`src/rtl/mem_wb_stage.sv`:
```
// mem_wb_stage: final pipeline register between memory access and writeback.
// It formats load data, selects the writeback value, flags misaligned loads,
// and counts retired instructions.
module mem_wb_stage #(
  parameter int XLEN = 64
) (
  input  logic            clk,
  input  logic            rst_n,
  input  logic            valid_i,
  input  logic            stall_i,
  input  logic            flush_i,
  input  logic [XLEN-1:0] pc_i,
  input  logic [31:0]     instr_i,
  input  logic            reg_write_i,
  input  logic [4:0]      rd_addr_i,
  input  logic [1:0]      wb_sel_i,
  input  logic [XLEN-1:0] alu_result_i,
  input  logic [XLEN-1:0] load_data_i,
  input  logic [2:0]      load_funct3_i,
  input  logic [2:0]      addr_lo_i,
  output logic            valid_wb_o,
  output logic [XLEN-1:0] pc_o,
  output logic [31:0]     instr_o,
  output logic            reg_write_o,
  output logic [4:0]      rd_addr_o,
  output logic [XLEN-1:0] rd_data_o,
  output logic            misaligned_o,
  output logic [XLEN-1:0] instret_o
);

  // Load funct3 encodings
  localparam logic [2:0] F3_LB  = 3'b000;
  localparam logic [2:0] F3_LH  = 3'b001;
  localparam logic [2:0] F3_LW  = 3'b010;
  localparam logic [2:0] F3_LD  = 3'b011;
  localparam logic [2:0] F3_LBU = 3'b100;
  localparam logic [2:0] F3_LHU = 3'b101;
  localparam logic [2:0] F3_LWU = 3'b110;

  // Writeback source encodings
  localparam logic [1:0] WB_ALU  = 2'b00;
  localparam logic [1:0] WB_LOAD = 2'b01;
  localparam logic [1:0] WB_PC4  = 2'b10;

  logic            capture;
  logic [XLEN-1:0] loadShifted;
  logic [XLEN-1:0] loadValue;
  logic            loadMisaligned;

  logic            validWb_d,    validWb_q;
  logic            regWrite_d,   regWrite_q;
  logic            misaligned_d, misaligned_q;
  logic [XLEN-1:0] pc_d,         pc_q;
  logic [31:0]     instr_d,      instr_q;
  logic [4:0]      rdAddr_d,     rdAddr_q;
  logic [XLEN-1:0] rdData_d,     rdData_q;
  logic [XLEN-1:0] instret_d,    instret_q;

  // An instruction transfers only when presented, not stalled and not flushed
  always_comb begin
    capture = valid_i & ~stall_i & ~flush_i;
  end

  // Align the addressed bytes to bit 0 and extend them according to the load type
  always_comb begin
    loadShifted = load_data_i >> {addr_lo_i, 3'b000};
    case (load_funct3_i)
      F3_LB:   loadValue = {{(XLEN-8){loadShifted[7]}},   loadShifted[7:0]};
      F3_LH:   loadValue = {{(XLEN-16){loadShifted[15]}}, loadShifted[15:0]};
      F3_LW:   loadValue = {{(XLEN-32){loadShifted[31]}}, loadShifted[31:0]};
      F3_LD:   loadValue = loadShifted;
      F3_LBU:  loadValue = {{(XLEN-8){1'b0}},  loadShifted[7:0]};
      F3_LHU:  loadValue = {{(XLEN-16){1'b0}}, loadShifted[15:0]};
      F3_LWU:  loadValue = {{(XLEN-32){1'b0}}, loadShifted[31:0]};
      default: loadValue = '0;
    endcase
  end

  // A load is misaligned when its offset is not a multiple of its access size
  always_comb begin
    loadMisaligned = 1'b0;
    if (wb_sel_i == WB_LOAD) begin
      case (load_funct3_i)
        F3_LH, F3_LHU: loadMisaligned = addr_lo_i[0];
        F3_LW, F3_LWU: loadMisaligned = |addr_lo_i[1:0];
        F3_LD:         loadMisaligned = |addr_lo_i;
        default:       loadMisaligned = 1'b0;
      endcase
    end
  end

  // Next-state for the stage register; payload holds its value on a bubble
  always_comb begin
    validWb_d    = capture;
    misaligned_d = capture & loadMisaligned;
    regWrite_d   = capture & reg_write_i & (rd_addr_i != 5'd0) & ~loadMisaligned;
    pc_d         = pc_q;
    instr_d      = instr_q;
    rdAddr_d     = rdAddr_q;
    rdData_d     = rdData_q;
    if (capture) begin
      pc_d     = pc_i;
      instr_d  = instr_i;
      rdAddr_d = rd_addr_i;
      case (wb_sel_i)
        WB_ALU:  rdData_d = alu_result_i;
        WB_LOAD: rdData_d = loadValue;
        WB_PC4:  rdData_d = pc_i + XLEN'(4);
        default: rdData_d = '0;
      endcase
    end
  end

  // Retirement counter advances on each properly retiring instruction and wraps silently
  always_comb begin
    instret_d = instret_q;
    if (validWb_q && !misaligned_q) begin
      instret_d = instret_q + XLEN'(1);
    end
  end

  // Stage register, cleared asynchronously so a held reset discards any in-flight instruction
  always_ff @(posedge clk or negedge rst_n) begin
    if (!rst_n) begin
      validWb_q    <= 1'b0;
      regWrite_q   <= 1'b0;
      misaligned_q <= 1'b0;
      pc_q         <= '0;
      instr_q      <= '0;
      rdAddr_q     <= '0;
      rdData_q     <= '0;
    end else begin
      validWb_q    <= validWb_d;
      regWrite_q   <= regWrite_d;
      misaligned_q <= misaligned_d;
      pc_q         <= pc_d;
      instr_q      <= instr_d;
      rdAddr_q     <= rdAddr_d;
      rdData_q     <= rdData_d;
    end
  end

  // Retired-instruction counter register
  always_ff @(posedge clk or negedge rst_n) begin
    if (!rst_n) begin
      instret_q <= '0;
    end else begin
      instret_q <= instret_d;
    end
  end

  assign valid_wb_o   = validWb_q;
  assign reg_write_o  = regWrite_q;
  assign misaligned_o = misaligned_q;
  assign pc_o         = pc_q;
  assign instr_o      = instr_q;
  assign rd_addr_o    = rdAddr_q;
  assign rd_data_o    = rdData_q;
  assign instret_o    = instret_q;

endmodule

```
`config.mk`:
```
export PLATFORM = sky130hd
export DESIGN_NAME = mem_wb_stage
export DESIGN_NICKNAME = d
export VERILOG_FILES = /design/src/rtl/mem_wb_stage.sv
export SDC_FILE = /design/constraint.sdc
export NUM_CORES = 1
export LEC_CHECK = 0
export CORE_AREA = 2 2 183 185
export CTS_CLUSTER_DIAMETER = 40
export CTS_CLUSTER_SIZE = 14
export DETAILED_ROUTE_END_ITERATION = 8
export DIE_AREA = 0 0 185 187
export MAX_ROUTING_LAYER = met4
export PLACE_DENSITY = 0.84
export SYNTH_ARGS = -nofsm -noshare
export SYNTH_HDL_FRONTEND = slang
export SYNTH_SLANG_ARGS = --single-unit
```
`constraint.sdc`:
```
create_clock -name clk -period 3.7 [get_ports clk]
set_input_delay 0.74 -clock clk [delete_from_list [all_inputs] [get_ports clk]]
set_output_delay 0.74 -clock clk [all_outputs]
set_load 0.005 [all_outputs]
```
Word level (Yosys, flattened, before mapping). Cells that the tools add are included.

Flip-flop bits (word level): 232. Input bits: 243. Output and inout port bits: 232. Word-level logic and storage cells: 41.

$add $sub $neg: 2. Equality and inequality tests: 8. Shifts and indexed selects: 1. Muxes and demuxes: 4. Bitwise gates (word level): 9. Reduce and logical (&&, ||, !) cells: 9.

Operators with widths (number): $pmux W64 S7 (1); $pmux W64 S3 (1); $add A64 B1 Y64 const B (1); $add A64 B3 Y64 const B (1); $shr A64 B6 Y64 (1); $eq A3 B3 Y1 const B (3); $and A1 B1 Y1 (6); $eq A3 B2 Y1 const B (2); $reduce_or A2 Y1 (3); $reduce_bool A5 Y1 (1); $eq A3 B1 Y1 const B (1); $logic_not A3 Y1 (1); $not A1 Y1 (3); $pmux W1 S3 (1); $reduce_or A3 Y1 (1); $eq A2 B1 Y1 const B (1); $eq A2 B2 Y1 const B (1); $logic_not A2 Y1 (1); $logic_and A1 B1 Y1 (1); $logic_not A1 Y1 (1); $mux W1 (1).

Logic depth before layout (Yosys ltp).
Word-level depth: 6. Gate-level depth with buffers: 10. Depth with buffers taken out: 7.

Least setup slack after synthesis. OpenSTA, ideal clock, no wires.

Path type: input -> register. From: input port addr_lo_i[0]. To: register rdData_q[29] (netlist: rd_data_o[29]). Setup time: 0.126 ns. Arrival: 2.518 ns. Data required time: 3.574 ns. Path slack: 1.056 ns. Stages on the path: 7. Cell sequence: buf_2 -> buf_2 -> buf_2 -> mux2_2 -> o311ai_0 -> nand3_1 -> a221o_1.

Longest elaborated chain between the ends: 3.

RTL lines: start: declaration (RTL line 20) `input logic [2:0] addr_lo_i,`; $shr A64 B6 Y64 (RTL line 66) `loadShifted = load_data_i >> {addr_lo_i, 3'b000};`; $pmux W64 S7 (RTL line 67) `case (load_funct3_i)`; $pmux W64 S3 (RTL line 105) `case (wb_sel_i)`; end signal: assignment (RTL line 139) `rdData_q <= rdData_d;`; end: declaration (RTL line 56) `logic [XLEN-1:0] rdData_d, rdData_q;`.

Every way passes these cells. A chain may end at the register's enable or synchronous reset.

Worst setup path after layout.
From: input port addr_lo_i[2]. To: register rdData_q[62] (netlist: rd_data_o[62]).

Same word-level chain as after synthesis.

==> reports/qor.txt <==
Quantity of gates resized following cts = 0
Final nets = 2272
IR drop worst, VDD = 0.337 mV
Most numerous cell on the critical path = sky130_fd_sc_hd__buf_4
Maximum number of pins on one net before global-route repair = 129
Via density = 5.79
Filler cell count in the final layout = 2761
Growth of design area from synthesis to finish = 50.9%
Leading cell type in the layout, fill and taps excluded = sky130_fd_sc_hd__clkdlybuf4s50_1
Power per standard cell area = 438 nW/µm²
Sequential cell area fraction in the yosys report = 0.431
Worst slew slack as a fraction of its limit = 0.367
Total Negative Setup Slacks = 0 ns
Max-capacitance violation count = 0
Start-to-end type of the worst setup path = primary input to register
Overall Global Routing Usage = 0.348
Area inside the core boundary = 32900 µm²
GR Util met3 = 0.0808
Number of global-route vias before repair = 14838
Met1 usage in global routing = 0.410
Total CTS buffers = 42
Total of buffers placed on input and output ports = 474
Met2 Usage GRT = 0.567
Static leakage = 8.74 nW
Final worst-path cycle share = 0.815
Most area-hungry cell type in the Yosys netlist = sky130_fd_sc_hd__dfrtp_1
Clock tree skew after final layout = 0.0177 ns
Endpoint arrival time on the critical path = 3.41 ns
Post-route minimum period = 3.01 ns
Root buf cell = sky130_fd_sc_hd__clkbuf_16
Clock tree from TritonCTS = built
Proportion of layout cells with a drive suffix above 1 = 0.0874
Synthesis-stage register bit count = 232
Final total power = 0.00890 W
Post-synth EDFFs = 0
Wirelength per Cell = 23.6 µm
Final-report max-slew violation count = 0
I/O pins = 475
Width of the die = 185 µm
Maximum clock insertion buffer count = 3
Initial core utilization = 0.410
Hold/Removal Path Class = primary input to async pin
Mapped cell area = 13500 µm²
H-tree depth = 2
Cells along the critical path = clkdlybuf4s50_1 > buf_4 > inv_2 > or3_1 > nand4_1 > nand3_1 > buf_4 > a222oi_1 > o21ai_0
Number of warnings reported in the yosys synthesis log = 0
Number of standard cells after synthesis = 1548
Post-synth cell types = 62
Cell Rows = 67
Status = complete, no violations
Biggest area contributors in the synthesized netlist = sky130_fd_sc_hd__dfrtp_1 (43%), sky130_fd_sc_hd__nand2_1 (11%), sky130_fd_sc_hd__xnor2_1 (4.7%)
Total die area = 34600 µm²
Total nets after synthesis = 1793
Unrepaired setup endpoints after global routing = false
Clock edge transition at the registers on the reported setup and hold paths = 0.06 ns
Number of post-CTS setup repair buffers = 0
HPWL Detailed = 45500 µm
Share of the synthesized area in the top cell type = 0.431
Achievable Freq = 332 MHz
Required arrival time at the worst endpoint = 4.10 ns
Synth Flop Type = sky130_fd_sc_hd__dfrtp_1
CTS sink cnt = 232
Avg Synthesized Cell Area = 8.70 µm²
Largest stage delay on the critical path = 0.66 ns
Die span in y = 187 µm
Number of buffers added to fix hold violations after cts = 0
Slowest cell on crit path = sky130_fd_sc_hd__clkdlybuf4s50_1
Placer congestion estimate = 1.03
Final setup viols = 0
Number of iterations in the first detailed-routing pass = 7
DRC viols = 0
Startpoint kind of the worst setup timing path = primary input
DRT iter0 DRCs = 1417
Busiest grt layer = met2
Number of antenna violations at the first check in global routing = 2
Clock network latency to the later pin of the worst-skew pair = 0.55 ns
Max FO, Critical Path = 24
Endpoints failing hold = 0
Total gr overflow = 0
FFs w/ async S/R, synth = 1.00
First-pass GRT wire length = 88900 µm
Leading cell types in the layout, fill and taps excluded = sky130_fd_sc_hd__clkdlybuf4s50_1 (470), sky130_fd_sc_hd__nand2_1 (411), sky130_fd_sc_hd__dfrtp_1 (232), sky130_fd_sc_hd__o21ai_0 (94), sky130_fd_sc_hd__nor2_1 (75)
Detailed-route via count = 14520
Routed wire length = 59300 µm
Endpoint type of the worst setup path = register
Transition at the pin with the smallest max-transition slack = 0.945 ns
Number of nets with antenna violations after routing = 0
## final cells by class
type,count,area (µm²),share of cell area
diodes,2,5.00,0.000246
multi-input cells,1197,7230,0.355
repair buffers,528,5190,0.255
clock inverters,25,289,0.0142
well taps,448,561,0.0276
inverters,26,100,0.00492
clock buffers,51,1160,0.0569
flip-flops and latches,232,5810,0.286
## path summary, 6_finish.rpt
check / from / end / slack [ns] / depth (start not counted)
worst max-delay path: addr_lo_i[2] / rd_data_o[62] / 0.69 / 9
worst min-delay path: rst_n / pc_o[46] / 0.20 / 1
worst max register to register: instret_o[9] / instret_o[63] / 1.36 / 6
worst min register to register: pc_o[36] / pc_o[36] / 0.47 / 2
max in group asynchronous: rst_n / pc_o[29] / 2.47 / 2
min in group clk: pc_o[36] / pc_o[36] / 0.47 / 2
## critical path: cells and delay by family
kind	cells	cell delay, ns
buffers and inverters	4	1.43
and+or+nand+nor	3	0.81
AOI/OAI and AO/OA	2	0.42
## synth_stat cells, types with 5 or more instances
library cell and instances:
sky130_fd_sc_hd__mux2_2 13, sky130_fd_sc_hd__mux2i_1 52, sky130_fd_sc_hd__xnor2_1 73, sky130_fd_sc_hd__or3_1 5, sky130_fd_sc_hd__buf_1 16, sky130_fd_sc_hd__nor2_1 76, sky130_fd_sc_hd__buf_2 13, sky130_fd_sc_hd__nor2b_1 9
sky130_fd_sc_hd__o21a_1 10, sky130_fd_sc_hd__a22o_1 7, sky130_fd_sc_hd__o21ai_0 94, sky130_fd_sc_hd__a21oi_1 63, sky130_fd_sc_hd__clkbuf_1 64, sky130_fd_sc_hd__nor3_1 30, sky130_fd_sc_hd__o211ai_1 14, sky130_fd_sc_hd__and2_1 10
sky130_fd_sc_hd__a221o_1 12, sky130_fd_sc_hd__a222oi_1 13, sky130_fd_sc_hd__and4_1 12, sky130_fd_sc_hd__a211oi_1 15, sky130_fd_sc_hd__mux4_2 18, sky130_fd_sc_hd__a31oi_1 8, sky130_fd_sc_hd__inv_1 22, sky130_fd_sc_hd__xor2_1 38
sky130_fd_sc_hd__dfrtp_1 232, sky130_fd_sc_hd__and3_1 23, sky130_fd_sc_hd__o22ai_1 9, sky130_fd_sc_hd__o31a_1 5, sky130_fd_sc_hd__a22oi_1 21, sky130_fd_sc_hd__nor4_1 18, sky130_fd_sc_hd__or4_1 5, sky130_fd_sc_hd__nand2_1 412
sky130_fd_sc_hd__nand4_1 38, sky130_fd_sc_hd__nand3_1 47
## cell families after synthesis
group,share of synthesized area
AOI/OAI and AO/OA,0.144
xor gates and xnor gates,0.0722
adders and majority gates,0.00186
buffers and inverters,0.0344
DFF,0.431
muxes,0.0796
and+or+nand+nor,0.238
## routing by layer
metal	up-vias	share of wire
met5	-	0
met4	0	0.047
met3	174	0.098
met2	877	0.48
met1	7017	0.38
li1	6452	-
## per-stage QoR
stage	std cells	util	hold slack (ns)	worst slack [ns]	area (µm²)
6_report	2509	0.619	0.198	0.686	20300
5_1_grt	2509	0.619	0.253	0.617	20300
4_1_cts	2507	0.619	0.244	0.761	20300
3_5_place_dp	2431	0.575	0.461	0.212	18900
3_3_place_gp	2431	0.575	0.458	0.285	18900
2_1_floorplan	1548	-	0.444	1.06	13500
## report_power, final
part	internal (W)	total, W	switching, W
Combinational	0.00103	0.00191	0.000879
Sequential	0.00283	0.00303	0.000206
Clock	0.00249	0.00395	0.00147
## registers in the layout (all words and copies together), names as in the netlist
name          flops
rd_addr_o         5
valid_wb_o        1
rd_data_o        64
pc_o             64
instret_o        64
instr_o          32
reg_write_o       1
misaligned_o      1
No activity file was read; power rests on OpenSTA's default activity.
